===== src/rtl/fp_div_pkg.sv =====
// Shared encodings, FSM states and IEEE-754 field classification helpers for the iterative divider.
// Helpers take fields zero-extended to 64 bits so that one package serves every format width.
package fp_div_pkg;

  localparam logic [1:0] RM_RNE = 2'b00;
  localparam logic [1:0] RM_RTZ = 2'b01;
  localparam logic [1:0] RM_RDN = 2'b10;
  localparam logic [1:0] RM_RUP = 2'b11;

  localparam int FLG_NX = 0;
  localparam int FLG_UF = 1;
  localparam int FLG_OF = 2;
  localparam int FLG_DZ = 3;
  localparam int FLG_NV = 4;

  typedef enum logic [2:0] {
    S_IDLE,
    S_UNPACK,
    S_DIVIDE,
    S_NORM,
    S_ROUND,
    S_DONE
  } state_t;

  function automatic logic [63:0] ones(input int n);
    return (64'd1 << n) - 64'd1;
  endfunction

  function automatic logic is_nan(input logic [63:0] e, input logic [63:0] m, input int ew);
    return (e == ones(ew)) && (m != 64'd0);
  endfunction

  function automatic logic is_inf(input logic [63:0] e, input logic [63:0] m, input int ew);
    return (e == ones(ew)) && (m == 64'd0);
  endfunction

  // Subnormals are flushed, so a zero exponent field alone means zero.
  function automatic logic is_zero(input logic [63:0] e);
    return e == 64'd0;
  endfunction

  function automatic logic [63:0] qnan(input int ew, input int mw);
    return (ones(ew) << mw) | (64'd1 << (mw - 1));
  endfunction

endpackage


===== src/rtl/fp_round_pack.sv =====
// Rounds a normalised significand (hidden, mantissa, guard) plus sticky and packs it into an IEEE-754 word.
// Applies overflow to inf/max-finite per rounding direction and flushes tiny results to signed zero.
module fp_round_pack
  import fp_div_pkg::*;
#(
  parameter int EXP_W = 8,
  parameter int MAN_W = 23
) (
  input  logic                    sign_i,
  input  logic signed [EXP_W+1:0] exp_i,
  input  logic [MAN_W+1:0]        sig_i,
  input  logic                    sticky_i,
  input  logic [1:0]              rm_i,
  output logic [EXP_W+MAN_W:0]    res_o,
  output logic                    of_o,
  output logic                    uf_o,
  output logic                    nx_o
);

  localparam logic signed [EXP_W+1:0] EMAX = (EXP_W+2)'((1 << EXP_W) - 1);
  localparam logic signed [EXP_W+1:0] EONE = (EXP_W+2)'(1);

  logic                    guard, lsb, inexact, rup, carry, to_inf, zero_sig;
  logic [MAN_W-1:0]        man_r;
  logic signed [EXP_W+1:0] exp_r;

  always_comb begin
    guard    = sig_i[0];
    lsb      = sig_i[1];
    inexact  = guard | sticky_i;
    zero_sig = ~sig_i[MAN_W+1];
    case (rm_i)
      RM_RNE:  rup = guard & (sticky_i | lsb);
      RM_RTZ:  rup = 1'b0;
      RM_RDN:  rup = sign_i & inexact;
      default: rup = ~sign_i & inexact;
    endcase
    // A carry out of the stored mantissa means 1.11..1 rounded to 10.0: mantissa wraps to 0, exponent bumps.
    {carry, man_r} = {1'b0, sig_i[MAN_W:1]} + {{MAN_W{1'b0}}, rup};
    exp_r  = exp_i + $signed({{(EXP_W+1){1'b0}}, carry});
    to_inf = (rm_i == RM_RNE) | ((rm_i == RM_RDN) & sign_i) | ((rm_i == RM_RUP) & ~sign_i);
    of_o   = ~zero_sig & (exp_r >= EMAX);
    uf_o   = ~zero_sig & ~of_o & (exp_r < EONE);
    nx_o   = inexact | of_o | uf_o;
    if (of_o) begin
      res_o = to_inf ? {sign_i, {EXP_W{1'b1}}, {MAN_W{1'b0}}}
                     : {sign_i, {(EXP_W-1){1'b1}}, 1'b0, {MAN_W{1'b1}}};
    end else if (uf_o || zero_sig) begin
      res_o = {sign_i, {(EXP_W+MAN_W){1'b0}}};
    end else begin
      res_o = {sign_i, exp_r[EXP_W-1:0], man_r};
    end
  end

endmodule


===== src/rtl/fp_div_iter.sv =====
// Multi-cycle IEEE-754 divider: radix-2 restoring, one quotient bit per cycle, FTZ on inputs and outputs.
// Operands are captured at accept; the result is held in output registers until consumed.
module fp_div_iter
  import fp_div_pkg::*;
#(
  parameter int EXP_W = 8,
  parameter int MAN_W = 23
) (
  input  logic                 clk,
  input  logic                 rst,
  input  logic                 en,
  input  logic                 in_valid,
  output logic                 in_ready,
  input  logic [EXP_W+MAN_W:0] a,
  input  logic [EXP_W+MAN_W:0] b,
  input  logic [1:0]           rm,
  output logic                 out_valid,
  input  logic                 out_ready,
  output logic [EXP_W+MAN_W:0] q,
  output logic [4:0]           flags,
  output logic                 busy
);

  localparam int W  = 1 + EXP_W + MAN_W;
  localparam int R  = MAN_W + 3;
  localparam int CW = $clog2(MAN_W + 4);
  localparam logic [CW-1:0]           LAST = CW'(MAN_W + 2);
  localparam logic signed [EXP_W+1:0] BIAS = (EXP_W+2)'((1 << (EXP_W - 1)) - 1);
  localparam logic signed [EXP_W+1:0] EONE = (EXP_W+2)'(1);
  localparam logic [W-1:0]            QNAN = W'(qnan(EXP_W, MAN_W));

  state_t                  state_q, state_d;
  logic [CW-1:0]           cnt_q, cnt_d;
  logic [W-1:0]            a_q, a_d, b_q, b_d, q_q, q_d;
  logic [4:0]              flags_q, flags_d;
  logic [1:0]              rm_q, rm_d;
  logic                    sign_q, sign_d, spec_q, spec_d;
  logic signed [EXP_W+1:0] exp_q, exp_d;
  logic [R-1:0]            rem_q, rem_d, quo_q, quo_d, rem_sub;
  logic [MAN_W:0]          div_q, div_d;

  logic [EXP_W-1:0] ea, eb;
  logic [MAN_W-1:0] ma, mb;
  logic             a_nan, b_nan, a_inf, b_inf, a_zero, b_zero;
  logic             sgn, special, ge;
  logic [W-1:0]     spec_res, rp_res;
  logic [4:0]       spec_flg;
  logic             rp_of, rp_uf, rp_nx;

  assign ea     = a_q[W-2:MAN_W];
  assign eb     = b_q[W-2:MAN_W];
  assign ma     = a_q[MAN_W-1:0];
  assign mb     = b_q[MAN_W-1:0];
  assign a_nan  = is_nan(64'(ea), 64'(ma), EXP_W);
  assign b_nan  = is_nan(64'(eb), 64'(mb), EXP_W);
  assign a_inf  = is_inf(64'(ea), 64'(ma), EXP_W);
  assign b_inf  = is_inf(64'(eb), 64'(mb), EXP_W);
  assign a_zero = is_zero(64'(ea));
  assign b_zero = is_zero(64'(eb));
  assign sgn    = a_q[W-1] ^ b_q[W-1];

  always_comb begin
    special  = 1'b1;
    spec_res = '0;
    spec_flg = '0;
    if (a_nan || b_nan || (a_zero && b_zero) || (a_inf && b_inf)) begin
      spec_res         = QNAN;
      spec_flg[FLG_NV] = 1'b1;
    end else if (b_zero && !a_zero && !a_inf) begin
      spec_res         = {sgn, {EXP_W{1'b1}}, {MAN_W{1'b0}}};
      spec_flg[FLG_DZ] = 1'b1;
    end else if (a_inf) begin
      spec_res = {sgn, {EXP_W{1'b1}}, {MAN_W{1'b0}}};
    end else if (b_inf || a_zero) begin
      spec_res = {sgn, {(W-1){1'b0}}};
    end else begin
      special = 1'b0;
    end
  end

  // Subtract-then-double keeps r < 2d, so the first bit produced is the integer bit of ma/mb.
  always_comb begin
    ge      = rem_q >= {2'b00, div_q};
    rem_sub = ge ? rem_q - {2'b00, div_q} : rem_q;
  end

  fp_round_pack #(.EXP_W(EXP_W), .MAN_W(MAN_W)) u_round (
    .sign_i  (sign_q),
    .exp_i   (exp_q),
    .sig_i   (quo_q[R-1:1]),
    .sticky_i(quo_q[0] | (|rem_q)),
    .rm_i    (rm_q),
    .res_o   (rp_res),
    .of_o    (rp_of),
    .uf_o    (rp_uf),
    .nx_o    (rp_nx)
  );

  always_comb begin
    state_d = state_q;
    cnt_d   = cnt_q;
    a_d     = a_q;
    b_d     = b_q;
    rm_d    = rm_q;
    sign_d  = sign_q;
    exp_d   = exp_q;
    rem_d   = rem_q;
    div_d   = div_q;
    quo_d   = quo_q;
    spec_d  = spec_q;
    q_d     = q_q;
    flags_d = flags_q;
    if (en) begin
      case (state_q)
        S_IDLE: begin
          if (in_valid) begin
            a_d     = a;
            b_d     = b;
            rm_d    = rm;
            state_d = S_UNPACK;
          end
        end
        S_UNPACK: begin
          sign_d = sgn;
          exp_d  = $signed({2'b00, ea}) - $signed({2'b00, eb}) + BIAS;
          rem_d  = {2'b00, 1'b1, ma};
          div_d  = {1'b1, mb};
          quo_d  = '0;
          cnt_d  = '0;
          spec_d = special;
          // Specials pass through ROUND untouched so their result lands two edges after accept.
          if (special) begin
            q_d     = spec_res;
            flags_d = spec_flg;
            state_d = S_ROUND;
          end else begin
            state_d = S_DIVIDE;
          end
        end
        S_DIVIDE: begin
          rem_d = rem_sub << 1;
          quo_d = {quo_q[R-2:0], ge};
          cnt_d = cnt_q + 1'b1;
          if (cnt_q == LAST) state_d = S_NORM;
        end
        S_NORM: begin
          if (!quo_q[R-1]) begin
            quo_d = quo_q << 1;
            exp_d = exp_q - EONE;
          end
          state_d = S_ROUND;
        end
        S_ROUND: begin
          if (!spec_q) begin
            q_d             = rp_res;
            flags_d         = '0;
            flags_d[FLG_OF] = rp_of;
            flags_d[FLG_UF] = rp_uf;
            flags_d[FLG_NX] = rp_nx;
          end
          state_d = S_DONE;
        end
        S_DONE: begin
          if (out_ready) state_d = S_IDLE;
        end
        default: state_d = S_IDLE;
      endcase
    end
  end

  always_ff @(posedge clk) begin
    if (rst) begin
      state_q <= S_IDLE;
      cnt_q   <= '0;
      spec_q  <= 1'b0;
      q_q     <= '0;
      flags_q <= '0;
    end else begin
      state_q <= state_d;
      cnt_q   <= cnt_d;
      spec_q  <= spec_d;
      q_q     <= q_d;
      flags_q <= flags_d;
    end
  end

  always_ff @(posedge clk) begin
    a_q    <= a_d;
    b_q    <= b_d;
    rm_q   <= rm_d;
    sign_q <= sign_d;
    exp_q  <= exp_d;
    rem_q  <= rem_d;
    div_q  <= div_d;
    quo_q  <= quo_d;
  end

  assign in_ready  = en && (state_q == S_IDLE);
  assign out_valid = (state_q == S_DONE);
  assign busy      = (state_q != S_IDLE);
  assign q         = q_q;
  assign flags     = flags_q;

endmodule

===== config.mk =====
export PLATFORM = sky130hd
export DESIGN_NAME = fp_div_iter
export DESIGN_NICKNAME = d
export VERILOG_FILES = /design/src/rtl/fp_div_pkg.sv /design/src/rtl/fp_round_pack.sv /design/src/rtl/fp_div_iter.sv
export SDC_FILE = /design/constraint.sdc
export NUM_CORES = 1
export LEC_CHECK = 0
export ABC_AREA = 1
export CORE_ASPECT_RATIO = 2
export CORE_UTILIZATION = 52
export DETAILED_ROUTE_END_ITERATION = 12
export PLACE_DENSITY = 0.86
export SYNTH_ARGS = -nofsm -noshare
export SYNTH_HDL_FRONTEND = slang
export SYNTH_SLANG_ARGS = --single-unit

===== constraint.sdc =====
create_clock -name clk -period 6.6 [get_ports clk]
set_input_delay 1.65 -clock clk [delete_from_list [all_inputs] [get_ports clk]]
set_output_delay 1.65 -clock clk [all_outputs]
set_load 0.005 [all_outputs]

==> summary.md <==
| Metric | Value |
|---|---|
| Final hold viol count | 0 |
| DR iter-0 viols | 710 |
| Maximum ir drop on the vdd rail | approximately 0.15 mV |
| Sequential cell area | 5490 um2 |
| Crit start category | register |
| Max Transition Viols Final | 0 |
| Required time of the worst setup path | approximately 7000 ps |
| Dominant cell by count in the synthesized netlist | sky130_fd_sc_hd__nand2_1 |
| Count of TritonRoute iterations in the first routing pass | 5 |
| Number of vias per cell after detailed routing | around 5.6 |
| Maximum number of buffers from clock root to sink | 2 |
| Design Power | roughly 0.0029 W |
| Slowest cell on crit path | sky130_fd_sc_hd__nor4_1 |
| Number of hold buffers added after cts | 0 |
| Most prevalent standard cell on the critical path | sky130_fd_sc_hd__nor2_1 |
| CTS tree | done |
| Area of the die | around 22000 um2 |
| Critical Path Sink Type | register |
| Remaining routing DRC violations | 0 |
| Clock tree root buffer cell | sky130_fd_sc_hd__clkbuf_16 |
| Cell variety after synth | between 40 and 50 |
| Top Usage Layer GRT | met2 |
| Result of the run | finished clean |
| Count of flip-flops with a built-in enable after synthesis | approximately 150 |
| Total GRT Usage | 0.293 |
| Number of ports placed on the die boundary | around 110 |
| Largest area contributor in the synthesized netlist | sky130_fd_sc_hd__edfxtp_1 |
| Area of the multi-input gates | 4730 um2 |
| Cells taking the most area after synthesis | sky130_fd_sc_hd__edfxtp_1, sky130_fd_sc_hd__nand2_1, sky130_fd_sc_hd__dfxtp_1, sky130_fd_sc_hd__nor2_1, sky130_fd_sc_hd__inv_1 |
| Routing usage on met2 | 0.558 |
| Count of synthesis-stage warnings from yosys | 0 |
| Grt met3 use | 0.0432 |
| Post-layout minimum cycle time | approximately 5700 ps |
| Die H | 208 um |
| Max Freq | roughly 0.18 GHz |
| RSZ-0062 raised after global routing | no |
| Routed length per instance | 17.9 um |
| Part of the power in combinational logic | 0.136 |
| Quantity of I/O buffers inserted on ports | between 100 and 150 |
| Clock power frac | 0.361 |
| Grt met1 use | 0.277 |
| CP bufs+invs | 0 |
| Number of levels the H-tree was split into | 4 |
| Kind of cell adding the most delay to the critical path | simple AND/OR/NAND/NOR gates |
| Maximum number of pins on one net before global-route repair | 67 |
| Initial antenna violation count | 1 |
| Total Routed Length | 30800 um |
| Worst-Margin Slew | approximately 1200 ps |
| Final GP Congestion | between 0.9 and 1 |
| Leakage Power | between 5 and 6 nW |
| Core Box Area | 20900 um2 |
| Final Cycle Share | 0.862 |
| Mapped cell area | 11100 um2 |
| Antenna Violating Nets Remaining | 0 |
| Register bit count reported by yosys | between 150 and 200 |
| Buffers inserted by post-CTS timing repair | 0 |
| Fillcell total | 1805 |
| TritonCTS Buffers | 17 |
| Switching power of the nets | 0.000763 W |
| Hold Path Class | reg -> reg |
| Total negative slack for setup checks | 0 ps |
| Number of global-route vias before repair | 9880 |
| Setup violations, final | 0 |
| Int Pwr | 0.00211 W |
| Mapped Avg Cell Area | 8.27 um2 |
| Arrival @ worst endpoint | around 6000 ps |
| Share of layout cells above drive strength 1 | 0.0407 |
| Clock transition at the register clock pins on the worst setup and hold paths after CTS | 70 ps |
| Most frequent cells after synthesis | sky130_fd_sc_hd__nand2_1, sky130_fd_sc_hd__nor2_1, sky130_fd_sc_hd__inv_1 |
| Pwr dens | around 220 nW/um2 |
| Highest cell delay on the worst timing path | 750 ps |
| Global-route wire length before repair | between 40000 and 50000 um |
| HPWL after detailed placement | ~23000 um |
| Starting utilization of the core area | 0.528 |
| Clock latency on the worst-skew pair | around 470 ps |
| Total congestion overflow after global routing | 0 |
| Start-to-end type of the worst setup path | reg -> reg |
| Floorplan row count | 75 |
| Final net count | approximately 1600 |
| Share of the synthesized area in the top cell type | 0.413 |
| Switching share of power | 0.266 |
| Seq/Total Area, Yosys | 0.496 |
| Async set-reset flop share out of synthesis | 0 |
| Sequential group share of total power | 0.503 |
| Relative slew margins | 0.224 |
| Horizontal die dimension | 105 um |
| Max-capacitance violation count | 0 |
| Layout overhead on the synthesized area | 17.1% |
| Routed vias | between 9000 and 10000 |
| Final worst clock skew | 7.97 ps |
| Total nets after synthesis | around 1500 |
| Cell count after synthesis | 1336 |
| Predominant post-synthesis flop cell | sky130_fd_sc_hd__edfxtp_1 |
| Post-cts resize count | 0 |
| CP Max Fanout | 31 |
| Number of clock sinks seen by CTS | slightly below 200 |
==> power groups by stage <==
stage	Clock, W	Combinational (W)	Sequential, W
floorplan	0	0.000253	0.00146
global placement	0	0.000370	0.00147
detailed placement	0	0.000382	0.00147
CTS	0.00105	0.000386	0.00145
global route	0.00109	0.000431	0.00145
finish	0.00104	0.000391	0.00145
==> metal layers <==
layer  wire (um)  vias up  part of all wire
li1            -     4646                 -
met1       10300     4538              0.33
met2       17000      351              0.55
met3        1300      131             0.042
met4        2170        0             0.070
met5           0        -                 0
==> flip-flops by register name, summed over array words and instances (netlist names) <==
signal	flops
quo_q	26
exp_q	10
sign_q	1
b_q	32
flags	5
rm_q	2
state_q	3
rem_q	26
cnt_q	5
spec_q	1
a_q	32
q	32
div_q	23
==> stage by stage <==
| step | worst slack [ps] | area (um2) | utilization | instances | hold WS, ps |
|---|---|---|---|---|---|
| after floorplan | 1790 | 11100 | - | 1336 | 426 |
| after global placement | 1150 | 12400 | 0.592 | 1687 | 432 |
| after detailed placement | 1000 | 12400 | 0.592 | 1687 | 444 |
| after CTS | 993 | 12900 | 0.619 | 1719 | 461 |
| after global routing | 282 | 12900 | 0.619 | 1720 | 471 |
| final | 913 | 12900 | 0.619 | 1720 | 462 |
==> worst register-to-register path: cells and delay by family (launching register included) <==
kind	cells	cell delay, ps
AO/OA/AOI/OAI	3	340
adder cells (fa/ha/maj)	3	830
flip-flops	1	450
AND/OR/NAND/NOR	24	3910
==> cell usage in the layout, fill, tap and decap left out, drive strengths merged, types with 25 or more instances in the layout <==
cell type      synthesis  final
a21oi                 74     74
o21ai                 63     63
edfxtp               152    152
clkdlybuf4s50          0    110
inv                  177    180
xor2                  30     30
nand4                 29     29
nand2                312    312
ha                    41     41
dfxtp                 46     46
nor3                  25     25
nor2                 187    187
nand3                 88     88
==> cell families after synthesis <==
logic type,share of synthesized area
xor gates and xnor gates,0.0349
buffers and inverters,0.0769
and+or+nand+nor,0.253
muxes,0.000906
AOI/OAI and AO/OA,0.0882
adders and majority gates,0.0500
DFF,0.496
==> worst paths after layout <==
kind | end | start | cells past startpoint | slack (ps)
setup / recovery | q[14] | rem_q[5] | 30 | 910
hold / removal | div_q[7] | b_q[7] | 0 | 460
setup reg to reg | q[14] | rem_q[5] | 30 | 910
hold reg to reg | div_q[7] | b_q[7] | 0 | 460
==> cell type report <==
class	instances	share of cell area
Sequential cell	198	0.424
Multi-Input combinational cell	925	0.366
Timing Repair Buffer	118	0.0897
Inverter	177	0.0513
Clock buffer	20	0.0337
Tap cell	269	0.0260
Clock inverter	12	0.0100
Antenna cell	1	0.000193
Power figures use the tool's default switching activity.
